`config.mk`:
```
export PLATFORM = sky130hd
export DESIGN_NAME = riscv_regfile_dump
export DESIGN_NICKNAME = d
export VERILOG_FILES = /design/src/rtl/riscv_regfile_dump_pkg.sv /design/src/rtl/riscv_regfile_dump_fifo.sv /design/src/rtl/riscv_regfile_dump.sv
export SDC_FILE = /design/constraint.sdc
export NUM_CORES = 1
export LEC_CHECK = 0
export BUFFER_PORTS_ARGS = -buffer_cell sky130_fd_sc_hd__buf_2
export CAP_MARGIN = 20
export CORE_MARGIN = 10
export CORE_UTILIZATION = 50
export CTS_BUF_LIST = sky130_fd_sc_hd__clkbuf_16
export CTS_CLUSTER_SIZE = 25
export DETAILED_ROUTE_END_ITERATION = 12
export PLACE_DENSITY_LB_ADDON = 0.3
export SETUP_SLACK_MARGIN = 0.1
export SLEW_MARGIN = 20
export SYNTH_ARGS = -nofsm -noshare
export SYNTH_HDL_FRONTEND = slang
export SYNTH_SLANG_ARGS = --single-unit
```
`constraint.sdc`:
```
create_clock -name i_clk -period 4.5 [get_ports i_clk]
set_clock_uncertainty 0.1 [all_clocks]
set_input_delay 0.225 -clock i_clk [delete_from_list [all_inputs] [get_ports i_clk]]
set_output_delay 0.225 -clock i_clk [all_outputs]
set_load 0.05 [all_outputs]
```
`src/rtl/riscv_regfile_dump_pkg.sv`:
```
// Shared RISC-V sizing constants and the layout of one buffered dump word.
package riscv_regfile_dump_pkg;

  localparam int unsigned XLEN     = 32;
  localparam int unsigned NUM_REGS = 32;
  localparam int unsigned REG_AW   = $clog2(NUM_REGS);

  typedef struct packed {
    logic [REG_AW-1:0] addr;
    logic [XLEN-1:0]   data;
  } dump_entry_t;

  // Number of registers in an inclusive, wrapping index range (1..NUM_REGS).
  function automatic logic [REG_AW:0] range_len(input logic [REG_AW-1:0] first,
                                                input logic [REG_AW-1:0] last);
    logic [REG_AW-1:0] span;
    span = last - first;
    return {1'b0, span} + (REG_AW+1)'(1);
  endfunction

endpackage

```
`src/rtl/riscv_regfile_dump_fifo.sv`:
```
// Two-entry buffer between the regfile fetch and the dump consumer.
module riscv_regfile_dump_fifo
  import riscv_regfile_dump_pkg::*;
(
  input  logic        clk_i,
  input  logic        rst_i,
  input  logic        push_i,
  input  dump_entry_t data_i,
  input  logic        pop_i,
  output dump_entry_t data_o,
  output logic        full_o,
  output logic        empty_o
);

  dump_entry_t mem0_q, mem0_d;
  dump_entry_t mem1_q, mem1_d;
  logic        wr_q, wr_d;
  logic        rd_q, rd_d;
  logic [1:0]  cnt_q, cnt_d;
  logic        do_push, do_pop;

  // A push into a full buffer lands in the slot being popped this cycle.
  always_comb begin
    do_pop  = pop_i && (cnt_q != 2'd0);
    do_push = push_i && ((cnt_q != 2'd2) || do_pop);
    mem0_d  = mem0_q;
    mem1_d  = mem1_q;
    wr_d    = wr_q;
    rd_d    = rd_q;
    cnt_d   = cnt_q;
    if (do_push) begin
      if (wr_q) mem1_d = data_i;
      else      mem0_d = data_i;
      wr_d = ~wr_q;
    end
    if (do_pop) rd_d = ~rd_q;
    case ({do_push, do_pop})
      2'b10:   cnt_d = cnt_q + 2'd1;
      2'b01:   cnt_d = cnt_q - 2'd1;
      default: cnt_d = cnt_q;
    endcase
  end

  always_ff @(posedge clk_i or posedge rst_i) begin
    if (rst_i) begin
      mem0_q <= '0;
      mem1_q <= '0;
      wr_q   <= 1'b0;
      rd_q   <= 1'b0;
      cnt_q  <= 2'd0;
    end else begin
      mem0_q <= mem0_d;
      mem1_q <= mem1_d;
      wr_q   <= wr_d;
      rd_q   <= rd_d;
      cnt_q  <= cnt_d;
    end
  end

  assign data_o  = rd_q ? mem1_q : mem0_q;
  assign full_o  = (cnt_q == 2'd2);
  assign empty_o = (cnt_q == 2'd0);

endmodule

```
`src/rtl/riscv_regfile_dump.sv`:
```
// Walks an inclusive (wrapping) range of integer registers through the rs1
// read port and streams {index, value} words out over a valid/ready channel.
module riscv_regfile_dump
  import riscv_regfile_dump_pkg::*;
#(
  parameter bit P_SKIP_X0 = 1'b0
) (
  input  logic              i_clk,
  input  logic              i_rst,
  input  logic              i_dump_start,
  input  logic [REG_AW-1:0] i_dump_first,
  input  logic [REG_AW-1:0] i_dump_last,
  output logic [REG_AW-1:0] o_regfile_rs1_addr,
  input  logic [XLEN-1:0]   i_regfile_rs1_data,
  output logic              o_dump_valid,
  input  logic              i_dump_ready,
  output logic [XLEN-1:0]   o_dump_data,
  output logic [REG_AW-1:0] o_dump_addr,
  output logic              o_dump_busy,
  output logic              o_dump_done
);

  localparam logic [1:0] S_IDLE  = 2'd0;
  localparam logic [1:0] S_FETCH = 2'd1;
  localparam logic [1:0] S_DRAIN = 2'd2;
  localparam logic [1:0] S_DONE  = 2'd3;

  localparam logic [REG_AW-1:0] X0 = '0;

  logic [1:0]        state_q, state_d;
  logic [REG_AW-1:0] ptr_q, ptr_d;
  logic [REG_AW-1:0] rs1_addr_q, rs1_addr_d;
  logic [REG_AW:0]   remaining_q, remaining_d;
  logic              primed_q, primed_d;

  logic        fifo_push, fifo_pop, fifo_full, fifo_empty;
  logic        advance, skip, drain_last;
  dump_entry_t push_entry, head_entry;

  // State register.
  always_ff @(posedge i_clk or posedge i_rst) begin
    if (i_rst) state_q <= S_IDLE;
    else       state_q <= state_d;
  end

  // Next-state logic.
  always_comb begin
    state_d = state_q;
    unique case (state_q)
      S_IDLE:  if (i_dump_start) state_d = S_FETCH;
      S_FETCH: if (remaining_d == '0) state_d = S_DRAIN;
      S_DRAIN: if (drain_last) state_d = S_DONE;
      S_DONE:  state_d = S_IDLE;
      default: state_d = S_IDLE;
    endcase
  end

  // Status outputs decoded from the state register.
  always_comb begin
    o_dump_busy = 1'b0;
    o_dump_done = 1'b0;
    unique case (state_q)
      S_FETCH, S_DRAIN: o_dump_busy = 1'b1;
      S_DONE:           o_dump_done = 1'b1;
      default:          ;
    endcase
  end

  // Fetch pointer. The first FETCH cycle only settles the read address, so
  // every captured word comes from an address that was stable a full cycle.
  always_comb begin
    fifo_pop   = !fifo_empty && i_dump_ready;
    advance    = (state_q == S_FETCH) && primed_q && (remaining_q != '0);
    skip       = advance && P_SKIP_X0 && (ptr_q == X0);
    fifo_push  = advance && !skip && (!fifo_full || fifo_pop);
    drain_last = fifo_empty || (!fifo_full && fifo_pop);

    ptr_d       = ptr_q;
    remaining_d = remaining_q;
    primed_d    = primed_q;
    rs1_addr_d  = rs1_addr_q;
    if ((state_q == S_IDLE) && i_dump_start) begin
      ptr_d       = i_dump_first;
      remaining_d = range_len(i_dump_first, i_dump_last);
      primed_d    = 1'b0;
      rs1_addr_d  = i_dump_first;
    end else if (state_q == S_FETCH) begin
      primed_d = 1'b1;
      if (skip || fifo_push) begin
        ptr_d       = ptr_q + REG_AW'(1);
        remaining_d = remaining_q - (REG_AW+1)'(1);
        if (remaining_q != (REG_AW+1)'(1)) rs1_addr_d = ptr_q + REG_AW'(1);
      end
    end

    push_entry.addr = ptr_q;
    push_entry.data = i_regfile_rs1_data;
  end

  always_ff @(posedge i_clk or posedge i_rst) begin
    if (i_rst) begin
      ptr_q       <= '0;
      remaining_q <= '0;
      primed_q    <= 1'b0;
      rs1_addr_q  <= '0;
    end else begin
      ptr_q       <= ptr_d;
      remaining_q <= remaining_d;
      primed_q    <= primed_d;
      rs1_addr_q  <= rs1_addr_d;
    end
  end

  riscv_regfile_dump_fifo u_fifo (
    .clk_i   (i_clk),
    .rst_i   (i_rst),
    .push_i  (fifo_push),
    .data_i  (push_entry),
    .pop_i   (fifo_pop),
    .data_o  (head_entry),
    .full_o  (fifo_full),
    .empty_o (fifo_empty)
  );

  assign o_regfile_rs1_addr = rs1_addr_q;
  assign o_dump_valid       = !fifo_empty;
  assign o_dump_data        = head_entry.data;
  assign o_dump_addr        = head_entry.addr;

endmodule

```
-- Yosys cells after proc, flatten, opt, wreduce, memory -nomap -nowiden
Index checks and enable logic that the tools add are counted.
- register bits after elaboration: 97
- input bits: 46
- output and inout port bits: 45
- word-level logic and storage cells: 79
- add/subtract/negate cells: 6
- equality and inequality tests: 11
- multiplexer cells: 20
- bitwise logic cells: 2
- reduce and logical (&&, ||, !) cells: 28
- operators by type and width (operator ; number):
    $mux W37 ; 1
    $mux W5 ; 7
    $mux W6 ; 3
    $reduce_bool A2 Y1 ; 5
    $eq A2 B2 Y1 const B ; 4
    $logic_and A1 B1 Y1 ; 8
    $ne A2 B2 Y1 const B ; 4
    $pmux W2 S4 ; 1
    $add A5 B1 Y6 const B ; 1
    $logic_not A6 Y1 ; 1
    $mux W2 ; 3
    $ne A6 B1 Y1 const B ; 1
    $reduce_and A2 Y1 ; 3
    $reduce_and A3 Y1 ; 2
    $reduce_bool A6 Y1 ; 1
    $sub A6 B1 Y6 const B ; 1
    $add A5 B1 Y5 const B ; 1
    $sub A5 B5 Y5 ; 1
    $eq A2 B1 Y1 const B ; 2
    $logic_not A2 Y1 ; 2
    $mux W1 ; 4
    $pmux W2 S2 ; 1
    $logic_or A1 B1 Y1 ; 3
    $add A2 B1 Y2 const B ; 1
    other kinds (4) ; 6

-- Longest topological paths before layout
Gate-level depths: netlist of run 1.
- depth in word-level cells: 11
- gate-level depth with buffers: 12
- mapped depth without buffers: 12

-- Cells and area by module
From an unflattened synthesis of run 1, not the netlist that was laid out.
- cell total of the unflattened synthesis: 381
- area total of the unflattened synthesis: 5011.1 µm²
- by module, submodules not included (module ; instances ; cells each ; area an instance (µm²) ; seq. area each (µm²)):
    riscv_regfile_dump_fifo ; 1 ; 222 ; 3552.2 ; 1951.9
    riscv_regfile_dump ; 1 ; 159 ; 1458.9 ; 475.5

-- Worst setup path after synthesis of run 1
Ideal clock, no wire load.
- path kind: register to register
- start: register state_q[1]
- end: register state_q[0]
- setup time: 0.138 ns
- arrival: 2.206 ns
- required time: 4.262 ns
- setup slack: 2.057 ns
- cell stages (with the launch flop): 10
- path buffers: 0
- clock period less this slack: 2.443 ns
- cell sequence: dfrtp_1 > inv_1 > ha_1 > nand2_1 > a2111oi_1 > mux2i_1 > nand3_1 > nor4_4 > and2_4 > o221ai_1
- longest elaborated chain between the ends: 10
- elaborated cells on any way between the ends: 17
- classes of those cells: eq/ne (6); mux (4); reduce/logical (7)
- RTL lines (what ; line ; text):
    start: declaration ; riscv_regfile_dump.sv:30 ; logic [1:0] state_q, state_d;
    start signal: assignment ; riscv_regfile_dump.sv:43 ; else state_q <= state_d;
    $eq A2 B1 Y1 ; riscv_regfile_dump.sv:73, riscv_regfile_dump.sv:87 ;
    $logic_and A1 B1 Y1 (2 in series) ; riscv_regfile_dump.sv:73 ; advance = (state_q == S_FETCH) && primed_q && (remaining_q != '0);
    $logic_and A1 B1 Y1 ; riscv_regfile_dump.sv:75 ; fifo_push = advance && !skip && (!fifo_full || fifo_pop);
    $mux W6 ; riscv_regfile_dump.sv:89 ; if (skip || fifo_push) begin
    $mux W6 ; riscv_regfile_dump.sv:87 ; end else if (state_q == S_FETCH) begin
    $mux W6 (*) ; riscv_regfile_dump.sv:82 ; if ((state_q == S_IDLE) && i_dump_start) begin
    net remaining_d[3] ; riscv_regfile_dump.sv:33 ; logic [REG_AW:0] remaining_q, remaining_d;
    $logic_not A6 Y1 (*) ; riscv_regfile_dump.sv:51 ; S_FETCH: if (remaining_d == '0) state_d = S_DRAIN;
    $ne A2 B2 Y1 (no line) (*) ; -- ;
    $reduce_and A3 Y1 (no line) (*) ; -- ;
Mark *: on every way through the listed nets, which the timed path passes. The rest lies on a longest branch.
A chain may end at the register's enable or synchronous reset.

-- Final worst setup path of run 1
- start: register state_q[1]
- end: register u_fifo.mem1_q[29] in the netlist's numbering
- longest elaborated chain between the ends: 6
- RTL lines (what ; line ; text):
    $eq A2 B1 Y1 ; riscv_regfile_dump.sv:73 ;
    $logic_and A1 B1 Y1 (2 in series) ; riscv_regfile_dump.sv:73 ;
    $logic_and A1 B1 Y1 ; riscv_regfile_dump.sv:75 ;
    $logic_and A1 B1 Y1 ; riscv_regfile_dump_fifo.sv:25 ; do_push = push_i && ((cnt_q != 2'd2) || do_pop);
    $reduce_and A2 Y1 (no line) ; -- ;
    end signal: assignment ; riscv_regfile_dump_fifo.sv:53 ; mem1_q <= mem1_d;
    end: declaration ; riscv_regfile_dump_fifo.sv:16 ; dump_entry_t mem1_q, mem1_d;
No other way between the ends.

==> results of run 1 <==
[worst max-delay path, cell delays in order (launching register included)]
cell and delay [ns]:
dfrtp_1 0.40, inv_1 0.16, ha_1 0.29, nand2_1 0.15
a211oi_4 0.42, and2_2 0.86, mux2_2 0.42
[cell usage in the layout (no fill, tap or decap), types with 3 or more instances in the layout]
master,instances
inv_1,15
a21oi_1,10
nor4_1,3
mux2i_1,4
clkbuf_16,9
or2_2,3
xnor2_1,9
o211ai_1,3
o21ai_0,6
and2_1,3
nor2_1,16
buf_2,90
a31oi_1,3
nand3_1,6
dfrtp_1,96
ha_1,14
nand2_1,17
mux2_2,111
xor2_1,7
[flip-flops by register name, summed over array words and instances, names as in the netlist]
name and flops:
state_q 2, u_fifo.mem1_q 37, u_fifo.cnt_q 2, u_fifo.rd_q 1, o_regfile_rs1_addr 5, u_fifo.wr_q 1
ptr_q 5, primed_q 1, remaining_q 6, u_fifo.mem0_q 37
[what timing repair did]
action,4_1_cts,5_1_grt
hold buffers,1,0
hold endpoints to repair,61,0
setup buffers,0,0
[cells in the mapped netlist (2+ instances only)]
master    number
or2_2          3
buf_4          3
or4_1          2
mux2_2       111
a21oi_1       10
xnor2_1        9
o21ai_0        6
clkbuf_1       5
o211ai_1       3
nand2_1       17
xor2_1         7
buf_2          4
dfrtp_1       97
nor2_1        16
nor4_1         3
nand3_1        6
inv_1         16
ha_1          14
mux2i_1        4
and2_1         4
a31oi_1        3
nor4_4         2
buf_1          2
[through the flow]
stage	cells	utilization (%)
after floorplan	371	-
after global placement	577	57.9
after detailed placement	577	57.9
after CTS	594	61.4
after global routing	595	61.7
final	595	61.7
[worst max path at each step]
stage | cells past startpoint | slack (ns) | from | to
final | 6 | 1.54 | state_q[1] | u_fifo.mem1_q[29]
after global routing | 6 | 1.35 | state_q[1] | u_fifo.mem1_q[25]
after CTS | 7 | 1.39 | state_q[1] | u_fifo.mem0_q[7]
after detailed placement | 7 | 1.42 | state_q[1] | u_fifo.mem0_q[7]
after global placement | 7 | 1.50 | state_q[1] | u_fifo.mem0_q[19]
after floorplan | 1 | 1.64 | i_rst | o_regfile_rs1_addr[0]
[logic make-up (layout without fill, tap and decap cells)]
logic type | count (synthesis) | after routing | share of synthesized area (%)
flops | 97 | 97 | 50.2
compound gates | 33 | 33 | 5.56
xor+xnor | 17 | 17 | 3.36
mux | 115 | 115 | 26.7
fa+ha+maj | 15 | 15 | 4.04
simple gates | 63 | 63 | 7.37
buf+inv | 31 | 126 | 2.79
[cell type report]
type	instances	area share [%]
Inverter	17	1.20
Timing Repair Buffer	93	8.61
Tap cell	129	2.81
Sequential cell	97	42.2
Clock inverter	7	1.61
Clock buffer	9	3.92
Multi-Input combinational cell	243	39.6
[routing by layer]
metal | wire length [um] | track usage, % | vias to the layer above
li1 | - | - | 1493
met2 | 4920 | 25.1 | 64
met5 | 0 | 0 | -
met1 | 4590 | 17.7 | 1559
met4 | 94 | 3.79 | 0
met3 | 432 | 3.52 | 9
==> metrics.cfg, run 1 <==
[yosys]
synthArstFlopShare_pct = 100
synth_area_leaders = dfrtp_1 (50%), mux2_2 (26%), ha_1 (3.6%)
syn_area_um2 = 4840
yosys_warnings = 0
synth.avg_cell_area_um2 = 13.0
ys_seq_area_share_pct = 50.2
yosysTopAreaCell = dfrtp_1
ys_ff_latch = 97
synthesis.nets = 432
synth_top_area_share_pct = 50.2
synth_cell_types = 47
syn_inst = 371
synth_edf_count = 0
synthFlopType = dfrtp_1

[grt]
grt_pass1_vias = 3485
grtUsageTotal_pct = 14.5
grt_pass1_wl_um = 17000
antenna_found_initial = 0
grt_overflow_total = 0
grt_max_degree = 63

[hold_path]
holdPathEnd = u_fifo.mem1_q[11]
hold_class = input port to flop
hold_start = i_regfile_rs1_data[11]
hold_depth = 2

[timing]
finalHoldViolCount = 0
fmax_mhz = 338
rsz0062_at_grt = no
finalSetupTns_ns = 0
maxSlewHeadroom_pct = 37.4
finalSetupViolCount = 0
period_minus_slack_ns = 2.96
worst_pin_slew_ns = 0.938
drv_slew = 0
min_period_over_period_pct = 65.7
holdWs_ns = 0.0313
setup_ws_ns = 1.54

[detailed_routing]
antenna_left = 0
drt_wl_total_um = 10000
via_count = 3125
drt_pass1_iterations = 4
viasPerCell = 5.25
detail_route.wl_per_cell_um = 16.9
drt-initial-drc-count = 135
drc = 0

[floorplanning]
die_w_um = 118
die_area_um2 = 14000
die_h_um = 118
core_um2 = 9330
start_util_pct = 51.8
rows = 35
pin_count = 91

[placement]
dp_hpwl_um = 7180
portBuffers = 90
preCtsSetupSlack_ns = 1.42
place_congestion = 0.850
place_area_um2 = 5400

[worst_setup_path]
critPathLaunchType = flop
crit_required_ns = 4.61
r2r-start = state_q[1]
r2r_slack_ns = 1.54
timing.rr.end = u_fifo.mem1_q[29]
critPathMaxFanout = 37
r2r_cells = 6
end_kind = flop
worstSetupPathType = flop to flop
worstPathArrival_ns = 3.07

[run]
timing.max_cap.violations = 0

[finish]
fillers = 742
multi_input_area_um2 = 2280
area_growth_pct = 18.9
layout-drive-gt1-share_pct = 50.2
seq_area_um2 = 2430
fin_area_um2 = 5750
antenna_cells = 0
num-nets-final = 522

[clock_network]
cts_buffer_depth = 2
cts_sinks = 97
cts_root_buffer = clkbuf_16
clock_latency_ns = 0.33
cts.repair.resized = 0
htree_levels = 3
cts_buffers = 9
cts_tree = built
path_clk_slew_ns = 0.07

[outcome]
status = complete, no violations

Power of run 1 is left out: the tool's default activity adds up to more than one toggle a clock period on the data nets, which glitch-free logic cannot reach.
==> run 2, diff against run 1 <==
- clock period: 4.5 -> 3 ns (I/O delays scaled with it)
==> run 2 against run 1 <==
  * Maximum frequency rose by 9.9%
  * Sequential share of layout area fell by 3.0 points
  * Flip-flop and latch count did not move
  * Via count rose by 5.4%
  * Register-to-register slack got worse by 1.2 ns
  * Setup slack got worse by 1.2 ns
  * Non-clock buffer count rose by 41
==> metrics.cfg, run 2 (synthesis results as in run 1) <==
[clock_network]
clock_latency_ns = 0.34
cts_sinks = 97
htree_levels = 3
cts_root_buffer = clkbuf_16
cts_buffers = 9
cts_tree = built
cts_buffer_depth = 2
path_clk_slew_ns = 0.07

[grt]
grt_pass1_wl_um = 17800
grtUsageTotal_pct = 15.2
antenna_found_initial = 0
grt_overflow_total = 0
grt_max_degree = 52
grt_pass1_vias = 3600

[placement]
dp_hpwl_um = 7460
preCtsSetupSlack_ns = 0.223
portBuffers = 90
place_area_um2 = 5480
place_congestion = 0.795

[detailed_routing]
viasPerCell = 5.18
antenna_left = 0
via_count = 3294
drt_wl_total_um = 10700
drc = 0
drt_pass1_iterations = 4
drt-initial-drc-count = 137
detail_route.wl_per_cell_um = 16.8

[timing]
finalSetupViolCount = 0
period_minus_slack_ns = 2.69
rsz0062_at_grt = no
fmax_mhz = 372
drv_slew = 0
finalSetupTns_ns = 0
worst_pin_slew_ns = 0.671
finalHoldViolCount = 0
maxSlewHeadroom_pct = 55.3
min_period_over_period_pct = 89.7
setup_ws_ns = 0.310

[worst_setup_path]
worstSetupPathType = flop to flop
r2r-start = state_q[1]
worstPathArrival_ns = 2.80
r2r_slack_ns = 0.31
crit_required_ns = 3.11
r2r_cells = 9
timing.rr.end = state_q[0]
end_kind = flop
critPathMaxFanout = 6
critPathLaunchType = flop

[floorplanning]
core_um2 = 9330
rows = 35
start_util_pct = 51.8
pin_count = 91
die_h_um = 118
die_area_um2 = 14000
die_w_um = 118

[run]
timing.max_cap.violations = 0

[finish]
num-nets-final = 563
final_common_cell = mux2_2
layout-drive-gt1-share_pct = 48.1
antenna_cells = 0
reg_top3 = u_fifo.mem0_q: 37 flops, u_fifo.mem1_q: 37 flops, remaining_q: 6 flops
area_growth_pct = 28.0
layout_common_cells = mux2_2 (111), dfrtp_1 (96), buf_2 (90)
fin_area_um2 = 6190

[hold_path]
hold_start = i_dump_first[1]
hold_depth = 3
hold_class = input port to flop
holdPathEnd = o_regfile_rs1_addr[1]

[outcome]
status = complete, no violations

## run 2: worst max path at each step
| stage | cells after the start | endpoint | from |
|---|---|---|---|
| finish | 9 | state_q[0] | state_q[1] |
| global route | 9 | state_q[0] | state_q[1] |
| CTS | 9 | state_q[0] | state_q[1] |
| detailed placement | 9 | state_q[0] | state_q[1] |
| global placement | 7 | u_fifo.mem1_q[20] | state_q[1] |
| floorplan | 1 | o_regfile_rs1_addr[0] | i_rst |
## run 2: worst max-delay path, stage by stage, from the launching register on
cell and delay, ns:
dfrtp_1 0.40, inv_1 0.17, ha_1 0.30, nand2_1 0.18, a2111oi_2 0.38, mux2i_1 0.24
nand3_1 0.14, nor4_4 0.34, and2_4 0.20, o221ai_1 0.10
## run 2: final cells by class
type / count / area [um2]
multi-input combinational: 243 / 2280
inverter: 17 / 68.8
clock inverter: 7 / 116
tap: 129 / 161
timing repair buffer: 134 / 906
sequential: 97 / 2430
clock buffer: 9 / 225
fill: 695 / 3140
## run 2: routing by layer
metal,up-vias,GRT usage (%),part of all wire [%]
met4,0,4.25,0.98
met3,10,4.47,5.2
met2,78,24.8,48
met5,-,0,0
li1,1578,-,-
met1,1628,19.0,46
## run 2: what timing repair did
item | CTS | global route
hold buffers | 35 | 0
gates resized for setup | 0 | 2
buffers inserted | 0 | 2
setup endpoints to repair | 0 | 2
endpoints found under the hold margin | 114 | 0
## run 2: through the flow
step           std cells  util (%)  hold WS (ns)
6_report             636      66.4       0.00955
4_1_cts              634      66.2       0.00439
3_5_place_dp         583      58.7         0.170
3_3_place_gp         583      58.7         0.165
2_1_floorplan        371         -         0.180
5_1_grt              636      66.4        0.0276
Power of run 2 is left out for the same reason.
==> run 3, diff against run 2 <==
- RECOVER_POWER: unset -> 100
==> run 3 against run 2 <==
  * The flow now finishes with violations (capacitance limit, slew limit)
  * Maximum frequency fell by 3.0%
  * Setup slack got worse by 0.082 ns
  * Sequential share of layout area rose by 0.50 points
  * Critical path type is now flop to output port
  * Critical endpoint is now o_dump_data[0]
  * Largest cell class unchanged
==> metrics.cfg, run 3 (synthesis results as in run 1) <==
[floorplanning]
start_util_pct = 51.8
pin_count = 91
rows = 35
core_um2 = 9330
die_w_um = 118
die_h_um = 118
die_area_um2 = 14000

[timing]
finalHoldViolCount = 0
maxSlewHeadroom_pct = -21.4
holdWs_ns = 0.00874
min_period_over_period_pct = 92.4
finalSetupTns_ns = 0
finalSetupViolCount = 0
rsz0062_at_grt = no
setup_ws_ns = 0.228
drv_slew = 47
period_minus_slack_ns = 2.77
fmax_mhz = 361
worst_pin_slew_ns = 1.82

[worst_setup_path]
r2r_slack_ns = 0.23
critPathSlowestCell = dfrtp_1
crit_chain = clkbuf_1, mux2_2, clkbuf_2
crit_required_ns = 2.75
critPathMaxFanout = 27
critPathLaunchType = flop
worstSetupPathType = flop to output port
end_kind = output port
critPathBufInv = 2
crit_path_max_incr_delay_ns = 1.15
cp_top_family = flip-flops
worstPathArrival_ns = 2.52

[finish]
final_common_cell = mux2_2
num-nets-final = 563
layout-drive-gt1-share_pct = 40.8
antenna_cells = 0
area_growth_pct = 26.3
layout_common_cells = mux2_2 (108), dfrtp_1 (97), buf_2 (50)
reg_top3 = u_fifo.mem0_q: 37 flops, u_fifo.mem1_q: 37 flops, remaining_q: 6 flops

[clock_network]
path_clk_slew_ns = 0.07
cts_buffer_depth = 2
htree_levels = 3
clock_latency_ns = 0.34
cts_root_buffer = clkbuf_16
cts_sinks = 97
cts_tree = built
cts_buffers = 9

[detailed_routing]
detail_route.wl_per_cell_um = 16.8
antenna_left = 0
drt_pass1_iterations = 4
viasPerCell = 5.21
drt-initial-drc-count = 135
drt_wl_total_um = 10700
drc = 0
via_count = 3314

[grt]
grt_pass1_wl_um = 17800
grtUsageTotal_pct = 15.2
grt_pass1_vias = 3600
grt_overflow_total = 0
antenna_found_initial = 0
grt_max_degree = 52

[outcome]
violations = capacitance limit, slew limit
status = complete, but fails checks

[placement]
preCtsSetupSlack_ns = 0.223
place_congestion = 0.795
dp_hpwl_um = 7460
portBuffers = 90

[hold_path]
hold_class = input port to flop

[run]
timing.max_cap.violations = 1

## run 3: path summary, 6_finish.rpt
path,start,endpoint,depth (start not counted)
max in group asynchronous,i_rst,u_fifo.mem0_q[26],3
min in group asynchronous,i_rst,u_fifo.mem1_q[11],3
min,i_dump_first[1],o_regfile_rs1_addr[1],3
max,u_fifo.rd_q,o_dump_data[0],3
min reg2reg,u_fifo.cnt_q[1],u_fifo.cnt_q[1],1
max reg2reg,state_q[1],u_fifo.mem0_q[14],8
## run 3: area by class of cell
class | count | area, um2
fill | 725 | 3220
sequential | 97 | 2430
multi-input combinational | 243 | 2270
timing repair buffer | 134 | 847
clock buffer | 9 | 225
tap | 129 | 161
clock inverter | 7 | 116
inverter | 17 | 66.3
## run 3: worst register-to-register path, delay by kind of cell, from the launching register on
| kind | cells | cell delay (ns) |
|---|---|---|
| and+or+nand+nor | 2 | 0.28 |
| buffers and inverters | 3 | 0.77 |
| DFF | 1 | 0.40 |
| adders and majority gates | 1 | 0.31 |
| AOI/OAI and AO/OA | 1 | 0.37 |
| muxes | 1 | 0.43 |
## run 3: layer usage
layer,wire length (um),global-route usage [%],vias up
met5,0,0,-
met4,107,4.25,0
met3,621,4.47,10
met2,5120,24.8,88
met1,4810,19.0,1637
li1,-,-,1579
## run 3: what timing repair did
item                       CTS  global route
setup endpoints to repair    0             2
hold buffers                35             0
resized for setup            0             2
setup buffers                0             2
hold endpoints to repair   114             0
## run 3: stage by stage
stage,cell area (um2),util [%],instances
6_report,6110,65.5,636
5_1_grt,6110,65.5,636
4_1_cts,6170,66.2,634
3_5_place_dp,5480,58.7,583
3_3_place_gp,5480,58.7,583
2_1_floorplan,4840,-,371
Power of run 3 is left out for the same reason.
